**src/rtl/wb_select_pipe.sv**
```systemverilog
// ============================================================================
// Module   : wb_select_pipe
// Purpose  : Channel select into a 2-entry ready/valid skid buffer with a
//            sticky out-of-range select flag and an output transfer counter.
// Revision : 1.0
// ============================================================================
`default_nettype none

module wb_select_pipe #(
    parameter int WIDTH       = 32,
    parameter int NUM_IN      = 7,
    parameter int SEL_W       = 3,
    parameter int DEFAULT_VAL = 227
) (
    input  logic                    clk,
    input  logic                    reset,
    input  logic                    in_valid,
    output logic                    in_ready,
    input  logic [SEL_W-1:0]        sel,
    input  logic [NUM_IN*WIDTH-1:0] data_in,
    output logic                    out_valid,
    input  logic                    out_ready,
    output logic [WIDTH-1:0]        data_out,
    output logic                    sel_err,
    input  logic                    err_clr,
    output logic [15:0]             xfer_cnt
);

    localparam int               NUM_SLOTS = 2 ** SEL_W;
    localparam logic [WIDTH-1:0] DEF_WORD  = WIDTH'(DEFAULT_VAL);

    typedef enum logic [1:0] {
        ST_EMPTY = 2'd0,
        ST_ONE   = 2'd1,
        ST_TWO   = 2'd2
    } state_t;

    state_t           state_q, state_d;
    logic [WIDTH-1:0] oreg_q, oreg_d;
    logic [WIDTH-1:0] sreg_q, sreg_d;
    logic             in_ready_q, in_ready_d;
    logic             out_valid_q, out_valid_d;
    logic             sel_err_q, sel_err_d;
    logic [15:0]      xfer_cnt_q, xfer_cnt_d;

    logic [WIDTH-1:0]     chan [NUM_SLOTS];
    logic [NUM_SLOTS-1:0] chan_ok;
    logic [WIDTH-1:0]     sel_word;
    logic                 in_xfer;
    logic                 out_xfer;

    // Pad the select space to a full power of two so every sel value is a
    // legal index; padding slots carry the default word and flag an error.
    for (genvar k = 0; k < NUM_SLOTS; k++) begin : g_chan
        if (k < NUM_IN) begin : g_live
            assign chan[k]    = data_in[k*WIDTH +: WIDTH];
            assign chan_ok[k] = 1'b1;
        end else begin : g_pad
            assign chan[k]    = DEF_WORD;
            assign chan_ok[k] = 1'b0;
        end
    end

    assign sel_word = chan[sel];
    assign in_xfer  = in_valid & in_ready_q;
    assign out_xfer = out_valid_q & out_ready;

    always_comb begin
        state_d    = state_q;
        oreg_d     = oreg_q;
        sreg_d     = sreg_q;
        sel_err_d  = sel_err_q;
        xfer_cnt_d = xfer_cnt_q;

        case (state_q)
            ST_EMPTY: begin
                if (in_xfer) begin
                    state_d = ST_ONE;
                    oreg_d  = sel_word;
                end
            end
            ST_ONE: begin
                if (in_xfer && out_xfer) begin
                    oreg_d = sel_word;
                end else if (in_xfer) begin
                    state_d = ST_TWO;
                    sreg_d  = sel_word;
                end else if (out_xfer) begin
                    state_d = ST_EMPTY;
                end
            end
            ST_TWO: begin
                if (out_xfer) begin
                    state_d = ST_ONE;
                    oreg_d  = sreg_q;
                end
            end
            default: state_d = ST_EMPTY;
        endcase

        // Set wins over a coincident clear.
        if (in_xfer && !chan_ok[sel]) begin
            sel_err_d = 1'b1;
        end else if (err_clr) begin
            sel_err_d = 1'b0;
        end

        if (out_xfer) begin
            xfer_cnt_d = xfer_cnt_q + 16'd1;
        end

        in_ready_d  = (state_d == ST_EMPTY) || (state_d == ST_ONE);
        out_valid_d = (state_d == ST_ONE) || (state_d == ST_TWO);
    end

    always_ff @(posedge clk or negedge reset) begin
        if (!reset) begin
            state_q     <= ST_EMPTY;
            oreg_q      <= '0;
            sreg_q      <= '0;
            in_ready_q  <= 1'b0;
            out_valid_q <= 1'b0;
            sel_err_q   <= 1'b0;
            xfer_cnt_q  <= 16'd0;
        end else begin
            state_q     <= state_d;
            oreg_q      <= oreg_d;
            sreg_q      <= sreg_d;
            in_ready_q  <= in_ready_d;
            out_valid_q <= out_valid_d;
            sel_err_q   <= sel_err_d;
            xfer_cnt_q  <= xfer_cnt_d;
        end
    end

    assign in_ready  = in_ready_q;
    assign out_valid = out_valid_q;
    assign data_out  = oreg_q;
    assign sel_err   = sel_err_q;
    assign xfer_cnt  = xfer_cnt_q;

endmodule

`default_nettype wire

```
**config.mk**
```make
export PLATFORM = sky130hd
export DESIGN_NAME = wb_select_pipe
export DESIGN_NICKNAME = d
export VERILOG_FILES = /design/src/rtl/wb_select_pipe.sv
export SDC_FILE = /design/constraint.sdc
export NUM_CORES = 1
export LEC_CHECK = 0
export CORE_MARGIN = 2
export CORE_UTILIZATION = 45
export CTS_BUF_LIST = sky130_fd_sc_hd__clkbuf_4
export DETAILED_ROUTE_END_ITERATION = 8
export GPL_TIMING_DRIVEN = 0
export PLACE_DENSITY = 0.89
export SLEW_MARGIN = 20
export SYNTH_ARGS = -nofsm -noshare
export SYNTH_HDL_FRONTEND = slang
export SYNTH_SLANG_ARGS = --single-unit
```
**constraint.sdc**
```tcl
create_clock -name clk -period 2.5 [get_ports clk]
set_input_delay 0.25 -clock clk [delete_from_list [all_inputs] [get_ports clk]]
set_output_delay 0.25 -clock clk [all_outputs]
set_load 0.05 [all_outputs]
```
==> After elaboration in Yosys (flattened, before gate mapping) <==
Memories as Yosys holds them, arrays and structs flattened.
Index checks and enable logic that the tools add are counted.
{ "word_totals": {"reg_bits": 85, "rom_bits": 8, "inputBits": 232, "out_inout_bits": 51, "wordCells": 49, "n_memories": 1} }
{ "mem_list": {"columns": ["name", "words", "word_bits", "rd", "rd_clocked_by_memory_dff", "write_ports", "line", "source"], "rows": [
  ["(no name shown)", 8, 1, 1, 0, 0, "102", "if (in_xfer && !chan_ok[sel]) begin"]
]} }
{ "classes": {"n_addsub": 1, "n_lt_le_gt_ge": 2, "eq_ne": 7, "n_mux": 16, "bitwise": 4, "n_reduce_logical": 11} }
{ "ops": {"columns": ["op", "n"], "rows": [
  ["$mux W32", 5],
  ["$bmux W32 S3", 1],
  ["$pmux W32 S3", 1],
  ["$add A16 B1 Y16 const B", 1],
  ["$mux W2", 5],
  ["$ne A2 B2 Y1 const B", 3],
  ["$pmux W2 S3", 1],
  ["$eq A2 B1 Y1 const B", 2],
  ["$eq A2 B2 Y1 const B", 2],
  ["$ge A4 B4 Y1 const B", 1],
  ["$logic_not A2 Y1", 2],
  ["$lt A3 B4 Y1 const B", 1],
  ["$not A3 Y4", 1],
  ["$reduce_and A4 Y1", 1],
  ["$mux W1", 3],
  ["$reduce_and A3 Y1", 1],
  ["$reduce_bool A3 Y1", 1],
  ["$and A1 B1 Y1", 2],
  ["$logic_and A1 B1 Y1", 2],
  ["$logic_or A1 B1 Y1", 2],
  ["$reduce_bool A2 Y1", 1],
  ["$logic_not A1 Y1", 1],
  ["$not A1 Y1", 1]
]} }

==> Logic depth before layout (Yosys ltp) <==
Gate-level depths: netlist (run 1).
{ "logic_depth": {"word_depth": 7, "ltp_mapped": 8, "mapped_depth_nobuf": 5} }

==> Least setup slack after synthesis (run 1) <==
No wires, ideal clock.
{ "synth_path": {"kind": "register to register", "start": "register out_valid_q (netlist: out_valid)", "end": "register oreg_q[24] (netlist: data_out[24])", "setup_ps": 150, "arrival_time_ps": 1643, "required_ps": 2350, "slack_ps": 707, "path_stages_with_launch": 6, "n_path_buf": 2, "period_less_slack_ps": 1793, "cell_sequence": "dfrtp_1 -> a21boi_2 -> nand2b_1 -> buf_2 -> clkbuf_1 -> o221ai_1"} }
{ "synth_between": {"elab_chain_cells": 4, "elab_cells_between_ends": 5, "cone_classes": "2 x eq/ne; 1 x bitwise; 2 x reduce/logical"} }
{ "synth_lines": {"columns": ["item", "line", "source"], "rows": [
  ["from (decl)", "42", "logic out_valid_q, out_valid_d;"],
  ["from (signal assigned)", "130", "out_valid_q <= out_valid_d;"],
  ["$and A1 B1 Y1 (*)", "66", "assign out_xfer = out_valid_q & out_ready;"],
  ["$logic_and A1 B1 Y1", "83", "if (in_xfer && out_xfer) begin"],
  ["$ne A2 B2 Y1 (no line)", null, null],
  ["$reduce_and A4 Y1 (no line) (*)", null, null],
  ["to (signal assigned)", "127", "oreg_q <= oreg_d;"],
  ["to (decl)", "39", "logic [WIDTH-1:0] oreg_q, oreg_d;"]
]} }
Mark *: on every way between the ends. The rest lies on a longest branch, timed or not.
A chain may end at the register's enable or synchronous reset.

==> Worst setup path after layout (run 1) <==
{ "layout_path": {"start": "register xfer_cnt_q[4] (netlist: xfer_cnt[4])", "end": "output xfer_cnt[4]"} }
{ "layout_rtl": {"columns": ["item", "line", "source"], "rows": [
  ["from (decl)", "44", "logic [15:0] xfer_cnt_q, xfer_cnt_d;"],
  ["from (signal assigned)", "132", "xfer_cnt_q <= xfer_cnt_d;"],
  ["to (decl)", "26", "output logic [15:0] xfer_cnt"]
]} }
No word-level cell between the ends.

==> flow_metrics.env, run 1 <==
export IMPL_grt_pass1_wl_mm=33.35
export IMPL_yosysWarningCount=0
export IMPL_hold_path_class="input pin to asynchronous set/reset pin"
export IMPL_pre_cts_ws_ns=0.3010
export IMPL_fin_cells=1006
export IMPL_wire_per_inst_um=21.62
export IMPL_drt_first_pass_iters=5
export IMPL_setup_ws_ns=0.4873
export IMPL_end_kind="primary output"
export IMPL_grt_ovfl_total=0
export IMPL_required_ns=2.25
export IMPL_yosys_top_cells_count="dfrtp_1, mux2i_1, nand2_1"
export IMPL_worstPathArrival_ns=1.76
export IMPL_wl_mm=21.75
export IMPL_relSlewSlack_pct=42.44
export IMPL_r2r_end="data_out[27]"
export IMPL_reg2reg_from="out_valid"
export IMPL_antenna_found_initial=2
export IMPL_insertion_delay_ns=0.43
export IMPL_crit_cells=1
export IMPL_yosysMostFrequentCell="dfrtp_1"
export IMPL_ios=283
export IMPL_synth_ff_type="dfrtp_1"
export IMPL_dp_cells=988
export IMPL_slew_viol_final=0
export IMPL_die_y_um=114.8
export IMPL_fill_cells=896
export IMPL_synth_mux_area_share_pct=11.79
export IMPL_netlist_instances=561
export IMPL_ant_nets=0
export IMPL_comb_power_share_pct=57.3
export IMPL_clockBufferDepth=2
export IMPL_first_iter_violations=773
export IMPL_layout_drive_gt1_share_pct=7.001
export IMPL_place_hpwl_mm=18.05
export IMPL_grtUsageMet2_pct=56.82
export IMPL_syn_to_final_growth_pct=56.44
export IMPL_first_global_vias=6159
export IMPL_busiest_layer="met2"
export IMPL_synth_distinct_cells=42
export IMPL_yosysTopAreaCell="dfrtp_1"
export IMPL_clkTransAtPathRegs_ns=0.14
export IMPL_max_freq_mhz=496.8
export IMPL_synth_top_family_by_area="compound AO/OA/AOI/OAI gates"
export IMPL_rsz0062_at_grt="false"
export IMPL_via_count=5976
export IMPL_htreeDepth=3
export IMPL_synth_area_um2=5529
export IMPL_ir_drop_mv=0.3970
export IMPL_crit_type="flop to primary output"
export IMPL_worstMarginPinSlew_ns=0.8417
export IMPL_routed_via_density=5.940
export IMPL_p_sw_uw=3349
export IMPL_slowest_delay_ns=0.85
export IMPL_crit_family="buffers and inverters"
export IMPL_synth_compound_area_share_pct=24.89
export IMPL_io_buffers=279
export IMPL_avgSynthCellArea_um2=9.856
export IMPL_whs_ns=0.3130
export IMPL_nNetsFinal=1086
export IMPL_leakage_uw=0.003574
export IMPL_layout_worst_path_cycle_share_pct=80.51
export IMPL_core_um2=12010
export IMPL_synth_fa_ha_area_share_pct=0.2263
export IMPL_finalClockSkew_ns=0.01992
export IMPL_power_internal_uw=3713
export IMPL_r2r_cells=5
export IMPL_grt_usage_pct=32.99
export IMPL_synth_edf_count=0
export IMPL_p_sw_share_pct=47.42
export IMPL_start_util_pct=46.03
export IMPL_ys_seq_area_share_pct=38.47
export IMPL_fp_dieArea_um2=13190
export IMPL_critical_path_buf_inv_count=1
export IMPL_synthSimpleGateAreaFrac_pct=13.80
export IMPL_synth_area_top_cells="dfrtp_1, mux2i_1, a221o_1"
export IMPL_gp_congestion=0.9378
export IMPL_root_buffer="clkbuf_4"
export IMPL_synth_async_reset_ratio_pct=100.0
export IMPL_tns_ns=0
export IMPL_post_cts_setup_buffers=0
export IMPL_rows=40
export IMPL_grt_max_degree=53
export IMPL_synth_nets=794
export IMPL_setup_viol=0
export IMPL_slowest_stage="clkdlybuf4s50_1"
export IMPL_run_status="complete, no violations"
export IMPL_hold_viol_final=0
export IMPL_period_needed_ns=2.013
export IMPL_clockPowerShare_pct=9.3
export IMPL_critical_path_startpoint_type="flop"
export IMPL_rrSetupSlack_ns=0.58
export IMPL_cts_tree="done"
export IMPL_cts_buffers=9
export IMPL_synthXorXnorAreaFrac_pct=2.376
export IMPL_seq_power_share_pct=33.5
export IMPL_die_w_um=114.8
export IMPL_cp_cell_sequence="clkdlybuf4s50_1"
export IMPL_path_max_fanout=6
export IMPL_drc=0
export IMPL_synth_seq_cells=85
export IMPL_cap_violations=0
export IMPL_cts_sinks=85
export IMPL_power_density_nw_per_um2=816.5
export IMPL_grtUsageMet1_pct=41.34
export IMPL_met3_usage_pct=6.378
export IMPL_synth_top_area_share_pct=38.47
cell families after synthesis:
| group | Yosys count |
|---|---|
| compound gates | 168 |
| xor+xnor | 15 |
| fa+ha+maj | 1 |
| buf+inv | 84 |
| flops | 85 |
| mux | 65 |
| simple gates | 143 |
how the worst max path moves through the flow:
stage          slack, ns        start            to
2_1_floorplan       0.71    out_valid  data_out[24]
3_3_place_gp       -1.56        reset     sreg_q[5]
3_5_place_dp        0.30    out_ready  data_out[27]
4_1_cts             0.48  xfer_cnt[4]   xfer_cnt[4]
5_1_grt             0.42    out_valid  data_out[24]
6_report            0.49  xfer_cnt[4]   xfer_cnt[4]
layout by cell type, fill, tap and decap left out, drive strengths merged, types with 2 or more instances in the layout:
| cell type | n |
|---|---|
| clkdlybuf4s50 | 278 |
| dfrtp | 85 |
| mux2i | 64 |
| nand2 | 40 |
| buf | 36 |
| nor2b | 34 |
| o21ai | 33 |
| nand3 | 33 |
| clkbuf | 31 |
| inv | 29 |
| o221ai | 28 |
| a2bb2oi | 27 |
| a2111oi | 27 |
| a221o | 27 |
| xnor2 | 14 |
| nor2 | 9 |
| o22ai | 7 |
| nand2b | 7 |
| nand4 | 6 |
| a211o | 5 |
| a31oi | 5 |
| nor4b | 5 |
| a211oi | 5 |
| clkinv | 3 |
| diode | 2 |
| a21oi | 2 |
| and4 | 2 |
| clkinvlp | 2 |
power by group through the flow:
stage          combinational (uW)  sequential, uW  clock [uW]
6_report                     4040            2360         654
5_1_grt                      4290            2420         709
4_1_cts                      4040            2350         653
3_5_place_dp                 4030            2380           0
3_3_place_gp                 3900            2340           0
2_1_floorplan                1420            3370           0
per-stage QoR:
| step | instance area (um2) | power, uW | util, % |
|---|---|---|---|
| global route | 8650 | 7420 | 72.01 |
| floorplan | 5529 | 4788 | - |
| CTS | 8645 | 7043 | 71.97 |
| finish | 8650 | 7062 | 72.01 |
| detailed placement | 8531 | 6410 | 71.02 |
| global placement | 8506 | 6248 | 70.81 |
cell type report:
type / instances / area [um2] / area share (%)
antenna: 2 / 5.005 / 0.05786
inverter: 29 / 108.9 / 1.258
clock buffer: 10 / 75.07 / 0.8679
tap: 147 / 183.9 / 2.126
multi-input combinational: 392 / 2935 / 33.94
clock inverter: 5 / 28.78 / 0.3327
sequential: 85 / 2127 / 24.59
timing repair buffer: 281 / 2828 / 32.69
buffer: 55 / 357.8 / 4.137
state kept, by name (all words and copies together) (netlist names):
name,cells
data_out,32
sreg_q,32
xfer_cnt,16
state_q,2
in_ready,1
out_valid,1
sel_err,1
what timing repair did:
item | in CTS | in global routing
hold buffers | 1 | 0
setup endpoints to repair | 0 | 0
resized for setup | 0 | 0
hold endpoints to repair | 33 | 0
layer usage:
metal  part of all wire, %  wire [um]  vias to the layer above
met5                     0          0                        -
met4                   3.1        664                        0
met3                   6.9       1492                       40
met2                    51      11040                      303
met1                    39       8548                     2908
li1                      -          -                     2725
No activity file was read; power rests on OpenSTA's default activity.
==> inputs of run 2 (changes only) <==
- CORE_UTILIZATION: 45 -> 42
- PLACE_DENSITY: 0.89 -> 0.84
- clock period: 2.5 -> 1.95 ns (I/O delays scaled with it)
==> run 2 against run 1 <==
  * Setup slack got worse by 0.43 ns
  * Largest cell class unchanged
  * Sequential power rose by 27%
  * Non-clock buffer count did not move
  * Wire length fell by 2.0%
  * First-iteration DRC count fell by 39%
  * Critical endpoint is now xfer_cnt[8]
  * Critical path depth did not move
==> flow_metrics.env, run 2 (synthesis gave the netlist of run 1 again) <==
export IMPL_worstPathArrival_ns=1.70
export IMPL_rrSetupSlack_ns=0.13
export IMPL_syn_to_final_growth_pct=58.14
export IMPL_pre_cts_ws_ns=-0.1704
export IMPL_hold_viol_final=0
export IMPL_reg2reg_from="state_q[0]"
export IMPL_io_buffers=279
export IMPL_hold_path_class="input pin to asynchronous set/reset pin"
export IMPL_power_total_uw=9278
export IMPL_cap_violations=0
export IMPL_ios=283
export IMPL_layout_drive_gt1_share_pct=7.226
export IMPL_cts_tree="done"
export IMPL_relSlewSlack_pct=30.40
export IMPL_via_count=5921
export IMPL_cts_buffers=9
export IMPL_end_kind="primary output"
export IMPL_r2r_cells=6
export IMPL_whs_ns=0.2835
export IMPL_setup_ws_ns=0.05845
export IMPL_setup_viol=0
export IMPL_drc=0
export IMPL_routed_via_density=5.743
export IMPL_tns_ns=0
export IMPL_drt_first_pass_iters=5
export IMPL_clockBufferDepth=2
export IMPL_slowest_stage="clkdlybuf4s50_1"
export IMPL_htreeDepth=3
export IMPL_ant_nets=0
export IMPL_seq_area_um2=2127
export IMPL_insertion_delay_ns=0.43
export IMPL_critical_path_buf_inv_count=1
export IMPL_grt_pass1_wl_mm=32.78
export IMPL_cp_startpoint="xfer_cnt[8]"
export IMPL_layout_worst_path_cycle_share_pct=97.00
export IMPL_run_status="complete, no violations"
export IMPL_wire_per_inst_um=20.67
export IMPL_rows=41
export IMPL_first_global_vias=6134
export IMPL_fill_cells=1058
export IMPL_critical_path_startpoint_type="flop"
export IMPL_r2r_end="data_out[16]"
export IMPL_nNetsFinal=1086
export IMPL_leakage_uw=0.003673
export IMPL_grt_usage_pct=29.57
export IMPL_antenna_found_initial=1
export IMPL_path_max_fanout=5
export IMPL_endpoint="xfer_cnt[8]"
export IMPL_crit_family="buffers and inverters"
export IMPL_layout_common_cells="clkdlybuf4s50_1, dfrtp_1, mux2i_1"
export IMPL_multi_input_area_um2=2935
export IMPL_finalClockSkew_ns=0.02072
export IMPL_clkTransAtPathRegs_ns=0.15
export IMPL_cp_cell_sequence="clkdlybuf4s50_1"
export IMPL_gp_congestion=0.9420
export IMPL_worstMarginPinSlew_ns=1.018
export IMPL_crit_type="flop to primary output"
export IMPL_grt_ovfl_total=0
export IMPL_required_ns=1.75
export IMPL_crit_cells=1
export IMPL_place_hpwl_mm=17.47
export IMPL_core_um2=12720
export IMPL_fp_dieArea_um2=14100
export IMPL_die_y_um=118.7
export IMPL_grt_max_degree=45
export IMPL_rsz0062_at_grt="false"
export IMPL_start_util_pct=43.46
export IMPL_max_freq_mhz=528.7
export IMPL_slowest_delay_ns=0.83
export IMPL_slew_viol_final=0
export IMPL_period_needed_ns=1.892
export IMPL_cts_sinks=85
export IMPL_first_iter_violations=469
export IMPL_power_density_nw_per_um2=1061
export IMPL_wl_mm=21.31
export IMPL_die_w_um=118.7
export IMPL_ir_drop_mv=0.4644
export IMPL_root_buffer="clkbuf_4"
export IMPL_final_common_cell="clkdlybuf4s50_1"
-- run 2: changes by cell type in the layout (fill, tap and decap cells not counted) --
cell             change
clkdlybuf4s50_1      -6
dlymetal6s2s_1       +6
bufinv_16            +2
buf_12               +1
buf_16               -1
buf_2                -1
clkbuf_1             -1
clkbuf_2             +1
clkinv_4             +1
clkinvlp_4           -1
diode_2              -1
-- run 2: layout make-up --
type / instances / share of cell area, %
clock inverter: 7 / 1.030
tap: 172 / 2.461
sequential: 85 / 24.33
inverter: 29 / 1.245
timing repair buffer: 281 / 32.43
multi-input combinational: 392 / 33.57
clock buffer: 9 / 0.7728
antenna: 1 / 0.02862
buffer: 55 / 4.136
-- run 2: where the power goes --
part | switching [uW] | internal (uW) | total (uW)
clock | 603 | 514 | 1120
sequential | 485 | 2500 | 2990
combinational | 3180 | 2000 | 5180
total | 4260 | 5010 | 9280
-- run 2: layer usage --
| metal | global-route usage (%) | routed length, um | up-vias |
|---|---|---|---|
| met1 | 36.96 | 8457 | 2846 |
| met5 | 0 | 0 | - |
| met2 | 51.19 | 10750 | 306 |
| li1 | - | - | 2723 |
| met4 | 11.46 | 699 | 0 |
| met3 | 4.537 | 1400 | 46 |
-- run 2: timing repair --
action                                  in CTS  in global routing
hold buffers                                 1                  0
endpoints found under the setup margin       0                 19
buffers inserted                             0                  0
gates resized for setup                      0                  9
endpoints found under the hold margin       43                  0
-- run 2: metrics by stage --
| stage | cell area [um2] | cells | utilization (%) |
|---|---|---|---|
| after CTS | 8722 | 1030 | 68.56 |
| after floorplan | 5529 | 561 | - |
| after global routing | 8743 | 1031 | 68.73 |
| after detailed placement | 8554 | 1013 | 67.24 |
| final | 8743 | 1031 | 68.73 |
| after global placement | 8537 | 1012 | 67.10 |
-- run 2: worst min-delay path by stage --
stage | endpoint | slack (ns)
finish | data_out[9] | 0.28
global route | data_out[9] | 0.32
CTS | sreg_q[4] | 0.30
detailed placement | sreg_q[4] | 0.22
global placement | xfer_cnt[15] | 0.46
floorplan | data_out[0] | -0.10
==> inputs of run 3 (changes only) <==
- CAP_MARGIN: not set -> 5
- CORE_MARGIN: 2 -> not set
- RECOVER_POWER: not set -> 50
==> run 3 against run 2 <==
  * Clock skew rose by 0.0012 ns
  * First-iteration DRC count decreased by 3.6%
  * Clock power is 6% lower
  * Sequential share of layout area is essentially flat
  * Critical path depth is the same
  * Hold slack worse by 0.0061 ns
  * Die area down 3.3%
  * Register-to-register slack hardly changed
  * Via count shrank 0.37%
  * Sequential power about the same
  * Setup slack improved by 0.016 ns
  * Critical path type unchanged
  * Largest cell class unchanged
==> flow_metrics.env, run 3 (synthesis gave the netlist of run 1 again) <==
export IMPL_run_status="complete, no violations"
export IMPL_rows=41
export IMPL_cts_buffers=9
export IMPL_rrSetupSlack_ns=0.12
export IMPL_fill_cells=1053
export IMPL_hold_path_class="input pin to flop"
export IMPL_crit_family="buffers and inverters"
export IMPL_leakage_uw=0.003766
export IMPL_slowest_stage="clkdlybuf4s50_1"
export IMPL_max_freq_mhz=533.2
export IMPL_r2r_end="data_out[15]"
export IMPL_reg2reg_from="out_valid"
export IMPL_postLayoutCoreUtil_pct=68.64
export IMPL_ant_nets=0
export IMPL_r2r_cells=5
export IMPL_via_count=5899
export IMPL_crit_cells=1
export IMPL_final_common_cell="clkdlybuf4s50_1"
export IMPL_wl_mm=20.77
export IMPL_clockBufferDepth=2
export IMPL_drt_first_pass_iters=4
export IMPL_grt_pass1_wl_mm=31.26
export IMPL_whs_ns=0.2774
export IMPL_worstMarginPinSlew_ns=0.9933
export IMPL_multi_input_area_um2=2939
export IMPL_io_buffers=279
export IMPL_power_density_nw_per_um2=1051
export IMPL_gp_congestion=0.9113
export IMPL_power_total_uw=9174
export IMPL_clkTransAtPathRegs_ns=0.15
export IMPL_first_global_vias=5914
export IMPL_layout_common_cells="clkdlybuf4s50_1, dfrtp_1, mux2i_1"
export IMPL_post_cts_setup_buffers=0
export IMPL_required_ns=1.75
export IMPL_end_kind="primary output"
export IMPL_layout_worst_path_cycle_share_pct=96.18
export IMPL_crit_type="flop to primary output"
export IMPL_layout_drive_gt1_share_pct=7.343
export IMPL_drc=0
export IMPL_first_iter_violations=452
export IMPL_relSlewSlack_pct=33.78
export IMPL_endpoint="data_out[25]"
export IMPL_cts_tree="done"
export IMPL_cts_sinks=85
export IMPL_period_needed_ns=1.875
export IMPL_die_w_um=116.7
export IMPL_routed_via_density=5.722
export IMPL_insertion_delay_ns=0.45
export IMPL_slew_viol_final=0
export IMPL_die_y_um=116.7
export IMPL_worstPathArrival_ns=1.68
export IMPL_antenna_found_initial=1
export IMPL_place_hpwl_mm=17.19
export IMPL_cp_cell_sequence="clkdlybuf4s50_1"
export IMPL_cp_startpoint="data_out[25]"
export IMPL_grt_ovfl_total=0
export IMPL_slowest_delay_ns=0.84
export IMPL_finalClockSkew_ns=0.02188
export IMPL_htreeDepth=3
export IMPL_critical_path_buf_inv_count=1
export IMPL_root_buffer="clkbuf_4"
export IMPL_start_util_pct=43.46
export IMPL_grt_max_degree=46
export IMPL_seq_area_um2=2127
export IMPL_core_um2=12720
export IMPL_ios=283
export IMPL_ir_drop_mv=0.4977
export IMPL_setup_viol=0
export IMPL_grt_usage_pct=30.63
export IMPL_wire_per_inst_um=20.15
export IMPL_hold_viol_final=0
export IMPL_nNetsFinal=1086
export IMPL_fp_dieArea_um2=13630
export IMPL_critical_path_startpoint_type="flop"
export IMPL_cap_violations=0
export IMPL_syn_to_final_growth_pct=57.93
export IMPL_path_max_fanout=2
==> run 3: cell types whose count changed in the layout (fill, tap and decap cells not counted), moves of 2 or more <==
cell and change:
clkdlybuf4s50_1 -9, dlymetal6s2s_1 +6, dlygate4sd2_1 +3, inv_6 +3, clkinv_2 -2
==> run 3: stage by stage <==
stage / setup slack (ns) / TNS, ns / cells / instance area (um2)
5_1_grt: -0.01118 / -0.01118 / 1031 / 8732
4_1_cts: 0.01090 / 0 / 1030 / 8708
3_3_place_gp: -2.104 / -179.60 / 1012 / 8537
2_1_floorplan: 0.1573 / 0 / 561 / 5529
6_report: 0.07451 / 0 / 1031 / 8732
3_5_place_dp: -0.1596 / -2.672 / 1013 / 8554
==> run 3: worst min-delay path, cell delays in order <==
cell,delay (ns)
buf_2,0.16
buf_2,0.20
nand3_1,0.09
o22ai_1,0.06
==> run 3: what timing repair did <==
action                                 CTS  global route
endpoints found under the hold margin   40             0
hold buffers                             1             0
setup endpoints to repair                3            30
resized for setup                        3            16
==> run 3: how the worst min path moves through the flow <==
stage                   endpoint  slack (ns)  cells past startpoint          from
finish                   sel_err        0.28                      4        sel[2]
global route             sel_err        0.29                      4        sel[2]
detailed placement   data_out[9]        0.20                      1         reset
CTS                  data_out[9]        0.26                      2         reset
global placement    xfer_cnt[15]        0.46                      1  xfer_cnt[15]
floorplan            data_out[0]       -0.10                      0         reset
==> run 3: layout make-up <==
| class | instances | area share [%] |
|---|---|---|
| Timing Repair Buffer | 281 | 32.43 |
| Buffer | 55 | 4.127 |
| Tap cell | 172 | 2.465 |
| Multi-Input combinational cell | 392 | 33.66 |
| Inverter | 29 | 1.247 |
| Clock buffer | 9 | 0.7738 |
| Antenna cell | 1 | 0.02866 |
| Clock inverter | 7 | 0.9170 |
| Sequential cell | 85 | 24.36 |
==> run 3: power by group <==
group | total, uW | internal, uW | switching [uW]
clock network | 1050 | 405 | 643
registers | 2980 | 2500 | 476
logic | 5150 | 1980 | 3170
total | 9170 | 4890 | 4290
==> run 3: layer usage <==
layer	vias up	global-route usage [%]	wire length (um)
met5	-	0	0
met4	0	9.873	423
met3	27	5.708	1251
met2	258	53.93	10650
met1	2897	37.80	8446
li1	2717	-	-
==> RTL change 1: new RTL, config.mk and constraints of run 3 <==
Reset style: synchronous (`reset`), changed in one clocked block.
--- a/src/rtl/wb_select_pipe.sv
+++ b/src/rtl/wb_select_pipe.sv
@@ -114,5 +114,5 @@
     end
 
-    always_ff @(posedge clk or negedge reset) begin
+    always_ff @(posedge clk) begin
         if (!reset) begin
             state_q     <= ST_EMPTY;
Behaviour: differs if reset is asserted again (counterexample within 4 cycles, from zero or initial values and one cycle with reset low); with reset held inactive, the same outputs for 4 cycles.
==> RTL change 1 against run 3 <==
- worst setup slack lost 0.0011 ns
- utilization rose by 0.47 points
- synthesized area down 3.3%
- wire length up 4.2%
- cell area fell by 3.4%
- first-iteration DRC count rose by 18%
- sequential cell count is the same
- highest routed layer unchanged
Power is not compared: it rests on default switching activity, and its combinational part moved more than twofold at a synthesized area within 25%.
==> RTL change 1: results (changes against run 3) <==
- The number of DRC markers after the initial detailed-route iteration is 533 (+18%).
- In this run the worst setup path begins at out_valid$_SDFF_PN0_.
- The number of clock buffer instances in the layout is 10 (+1).
- The total via count after detailed routing came to 6008 (+1.8%).
- The wire length of the first global-routing pass came to 31800 um (+1.7%).
- The final sequential cell count is 85 (unchanged).
- The area used by multi-input combinational logic came to 3260 um2 (+11%).
- The overall fraction of global-route tracks in use is 31.7% (+1.0 points).
- The portion of the layout cell area used by non-clock buffers is 36.0% (-0.56 points).
- The maximum fanout encountered on the critical timing path came to 7 (+5).
- The share of the synthesized netlist area taken by xor and xnor gates was 1.64% (-0.74 points).
- The clock-cell share of area was 1.23% (-0.46 points).
- The wire length on met3 is 1840 um (+47%).
- The number of iterations in the first detailed-routing pass came to 5 (+1).
- The worst reg2reg path startpoint is state_q[0]$_SDFF_PN0_.
- The met2 capacity usage during global routing is 50.7% (-3.2 points).
- The via count of the first global-routing pass is 5826 (-1.5%).
- The unique cell type count in the Yosys netlist was 43 (+2.4%).
- The async set or reset register ratio after synthesis is 0% (-100 points).
- The sequential-to-total area share from yosys stat is 31.8% (-6.7 points).
- The number of fillers in the final layout is 1031 (-2.1%).
- The number of ordinary and repair buffers in the finished layout is 341 (+1.5%).
- The fraction of layout cells with a size suffix above 1 is 8.52% (+1.2 points).
- The CTS clock-pin slew for the worst setup and hold paths is 0.13 ns (-0.02 ns).
- For hold timing, the worst endpoint is sreg_q[2]$_SDFFE_PN0P_.
- The flow ran to the end, and the final reports show no timing, DRC or antenna violations.
- The detailed-routing wirelength on met1 was 9040 um (+7.0%).
- The post-synthesis net count came to 853 (+7.4%).
- The met3 usage in global routing is 8.12% (+2.4 points).
- Sorting the synthesized cells by how often they occur yields sky130_fd_sc_hd__mux2i_1 (94), sky130_fd_sc_hd__dfxtp_1 (85), sky130_fd_sc_hd__nand3_1 (44).
- The dominant synthesized flop cell is sky130_fd_sc_hd__dfxtp_1.
- The detailed route wirelength on metal2 is 10000 um (-6.1%).
- The pin count of the biggest net entering global routing is 14 (-70%).
- The fraction of area in registers was 20.2% (-4.2 points).
- The met1 routing resource usage after global routing is 40.3% (+2.5 points).
- The synthesized-area fraction occupied by ao, oa, aoi and oai cells was 25.4% (+0.46 points).
- The last element of the critical path is out_valid.
- The proportion of synthesized area in mux cells is 18.9% (+7.1 points).
## RTL change 1: cell types whose count changed in the layout (fill, tap and decap cells not counted), moves of 27 or more
| cell | delta |
|---|---|
| sky130_fd_sc_hd__dfrtp_1 | -85 |
| sky130_fd_sc_hd__nor2b_1 | -31 |
| sky130_fd_sc_hd__a2bb2oi_1 | -27 |
| sky130_fd_sc_hd__o21ai_1 | -32 |
| sky130_fd_sc_hd__a22oi_1 | +27 |
| sky130_fd_sc_hd__mux2i_1 | +30 |
| sky130_fd_sc_hd__a2111oi_0 | -27 |
| sky130_fd_sc_hd__o211ai_2 | +27 |
| sky130_fd_sc_hd__a21oi_1 | +41 |
| sky130_fd_sc_hd__dfxtp_1 | +83 |
| sky130_fd_sc_hd__o21ai_0 | +33 |
| sky130_fd_sc_hd__nand4_1 | +27 |
| sky130_fd_sc_hd__a221o_1 | -27 |
## RTL change 1: power by group through the flow
stage,Clock [mW],Combinational [mW],Sequential [mW]
floorplan,0,0.553,2.08
global placement,0,1.48,1.90
detailed placement,0,1.49,1.90
CTS,0.860,1.50,1.86
global route,0.926,1.60,1.88
finish,0.845,1.52,1.87
## RTL change 1: stage by stage
step / power (mW) / hold slack [ns] / setup slack [ns] / std cells / area, um2
2_1_floorplan: 2.63 / 0.376 / 0.0687 / 620 / 5350
3_3_place_gp: 3.38 / 0.459 / -0.394 / 1067 / 8350
3_5_place_dp: 3.40 / 0.471 / -0.414 / 1067 / 8350
4_1_cts: 4.23 / 0.353 / 0.00146 / 1082 / 8470
5_1_grt: 4.40 / 0.399 / -0.0441 / 1084 / 8440
6_report: 4.23 / 0.368 / 0.0734 / 1084 / 8440
## RTL change 1: what timing repair did
action,CTS,global route
buffers inserted,0,1
endpoints found under the hold margin,0,0
gates resized for setup,3,13
endpoints found under the setup margin,10,56
==> RTL change 2: new RTL, flow settings as in run 3 <==
Without the edit above. Change the parameter `SEL_W` from 3 to 4.
--- a/src/rtl/wb_select_pipe.sv
+++ b/src/rtl/wb_select_pipe.sv
@@ -10,5 +10,5 @@
     parameter int WIDTH       = 32,
     parameter int NUM_IN      = 7,
-    parameter int SEL_W       = 3,
+    parameter int SEL_W       = 4,
     parameter int DEFAULT_VAL = 227
 ) (
Interface: changed (resized sel); port bits go from 283 to 284. No check against the original RTL was run, so the function may have changed too.
==> RTL change 2 against run 3 <==
- the run now ends with DRC left
- wire length shrank 1.8%
- worst hold slack improved by 0.084 ns
- global-route usage is 1.1 points lower
- cell area is 1.1% higher
- total power shrank 3.7%
- worst setup slack worse by 0.036 ns
- sequential share of layout area is 0.28 points lower
- fmax shrank 1.9%
- synthesized area is 2.7% higher
- sequential cell count unchanged
- via count shrank 2.5%
==> RTL change 2: results (changes against run 3) <==
- The number of DRC markers after the initial detailed-route iteration is 464 (+2.7%).
- The destination of the worst register-to-register timing path is data_out[18]$_DFFE_PN0P_.
- The run finished, with violations left.
- The final wirelength is 20400 um (-1.8%).
- The highest ir drop seen on vdd is 0.452 mV (-9.2%).
- In the post-synthesis netlist, the biggest area contributors are sky130_fd_sc_hd__dfrtp_1 (37%), sky130_fd_sc_hd__mux2i_1 (21%), sky130_fd_sc_hd__o21ai_1 (5.3%).
- The path depth of the worst reg2reg path is 6 (+1).
- The last element of the critical path is xfer_cnt[5].
- The fraction of layout cells with a size suffix above 1 is 7.13% (-0.22 points).
- The clock network fraction of design power is 12.2% (+0.8 points).
- The via count of the first global-routing pass is 5865 (-0.83%).
- The setup clock skew after layout is 0.0159 ns (-0.00600 ns).
- The fraction of synthesized cell area taken by the top area cell type was 37.5% (-1.0 points).
- The wire length of the first global-routing pass was 31700 um (+1.4%).
- After synthesis, the most frequently instantiated cells are sky130_fd_sc_hd__mux2i_1 (118), sky130_fd_sc_hd__dfrtp_1 (85), sky130_fd_sc_hd__nand2_1 (70).
- The number of remaining DRC errors is 2 (+2).
- The arrival time of data at the critical path endpoint was 1.72 ns (+0.04 ns).
- The cell count of the worst hold path came to 2 (-2).
- The power dissipated by switching net loads came to 4.04 mW (-5.8%).
- The setup slack after placement is -0.300 ns (-0.141 ns).
- The relative slew slack was 40.7% (+6.9 points).
- The maximum fanout encountered on the critical timing path is 4 (+2).
- The final reports fail on DRC.
- The quantity of I/O buffers inserted on ports is 281 (+0.72%).
- The sequential-to-total area share from yosys stat is 37.5% (-1.0 points).
- The worst hold path begins at err_clr.
- The routability congestion estimate from global placement is 0.884 (-3.0%).
- The most critical setup path has its startpoint at xfer_cnt[5]$_DFFE_PN0P_.
- The number of iterations in the first detailed-routing pass was 9 (+5).
- The met3 usage in global routing is 5.31% (-0.40 points).
- The standby leakage power is 3.86 nW (+2.5%).
- The layout net count is 1115 (+2.7%).
- The sequential fraction of design power is 33.1% (+0.7 points).
- The met1 routing resource usage after global routing is 38.3% (+0.51 points).
- The unique cell type count in the Yosys netlist is 44 (+4.8%).
- The post-synthesis net count was 823 (+3.7%).
- The worst reg2reg path startpoint is state_q[1]$_DFF_PN0_.
- The total via count after detailed routing was 5749 (-2.5%).
- The half-perimeter wire length after placement was 16700 um (-3.0%).
- The overall fraction of global-route tracks in use was 29.5% (-1.1 points).
RTL change 2: cell types whose count changed in the layout (fill, tap and decap cells not counted), sizes merged, moves of 29 or more:
cell          run 3  this run
mux2i            64       118
o21ai            33        65
nand2            40        70
nand3            33         4
RTL change 2: area by class of cell:
type	count	area share [%]
tap	176	2.49
inverter	35	1.49
multi-input combinational	420	35.5
timing repair buffer	283	31.5
clock buffer	9	0.765
clock inverter	7	0.907
antenna	1	0.0283
buffer	45	3.16
sequential	85	24.1
RTL change 2: metrics by stage:
| step | area [um2] | setup TNS (ns) | cells | total power, mW | hold slack [ns] |
|---|---|---|---|---|---|
| 2_1_floorplan | 5680 | 0 | 587 | 5.90 | -0.101 |
| 3_3_place_gp | 8710 | -199.78 | 1044 | 7.70 | 0.458 |
| 3_5_place_dp | 8740 | -7.20 | 1045 | 7.83 | 0.198 |
| 4_1_cts | 8890 | 0 | 1061 | 8.87 | 0.261 |
| 5_1_grt | 8830 | -0.00774 | 1061 | 9.34 | 0.325 |
| 6_report | 8830 | 0 | 1061 | 8.83 | 0.361 |
RTL change 2: repair_timing:
item	4_1_cts	5_1_grt
hold buffers	1	0
resized for setup	1	9
endpoints found under the hold margin	36	0
endpoints found under the setup margin	2	11
RTL change 2: logic make-up after synthesis:
group | Yosys count | synth area share, %
AO/OA/AOI/OAI | 136 | 16.5
AND/OR/NAND/NOR | 143 | 13.0
buffers and inverters | 82 | 7.27
adder cells (fa/ha/maj) | 3 | 0.661
XOR/XNOR | 15 | 2.31
flip-flops | 85 | 37.5
multiplexers | 123 | 22.8
RTL change 2: routing by layer:
metal  up-vias  wire [um]
met5         -          0
met4         0        425
met3        32       1420
met2       258      10000
met1      2740       8500
li1       2719          -
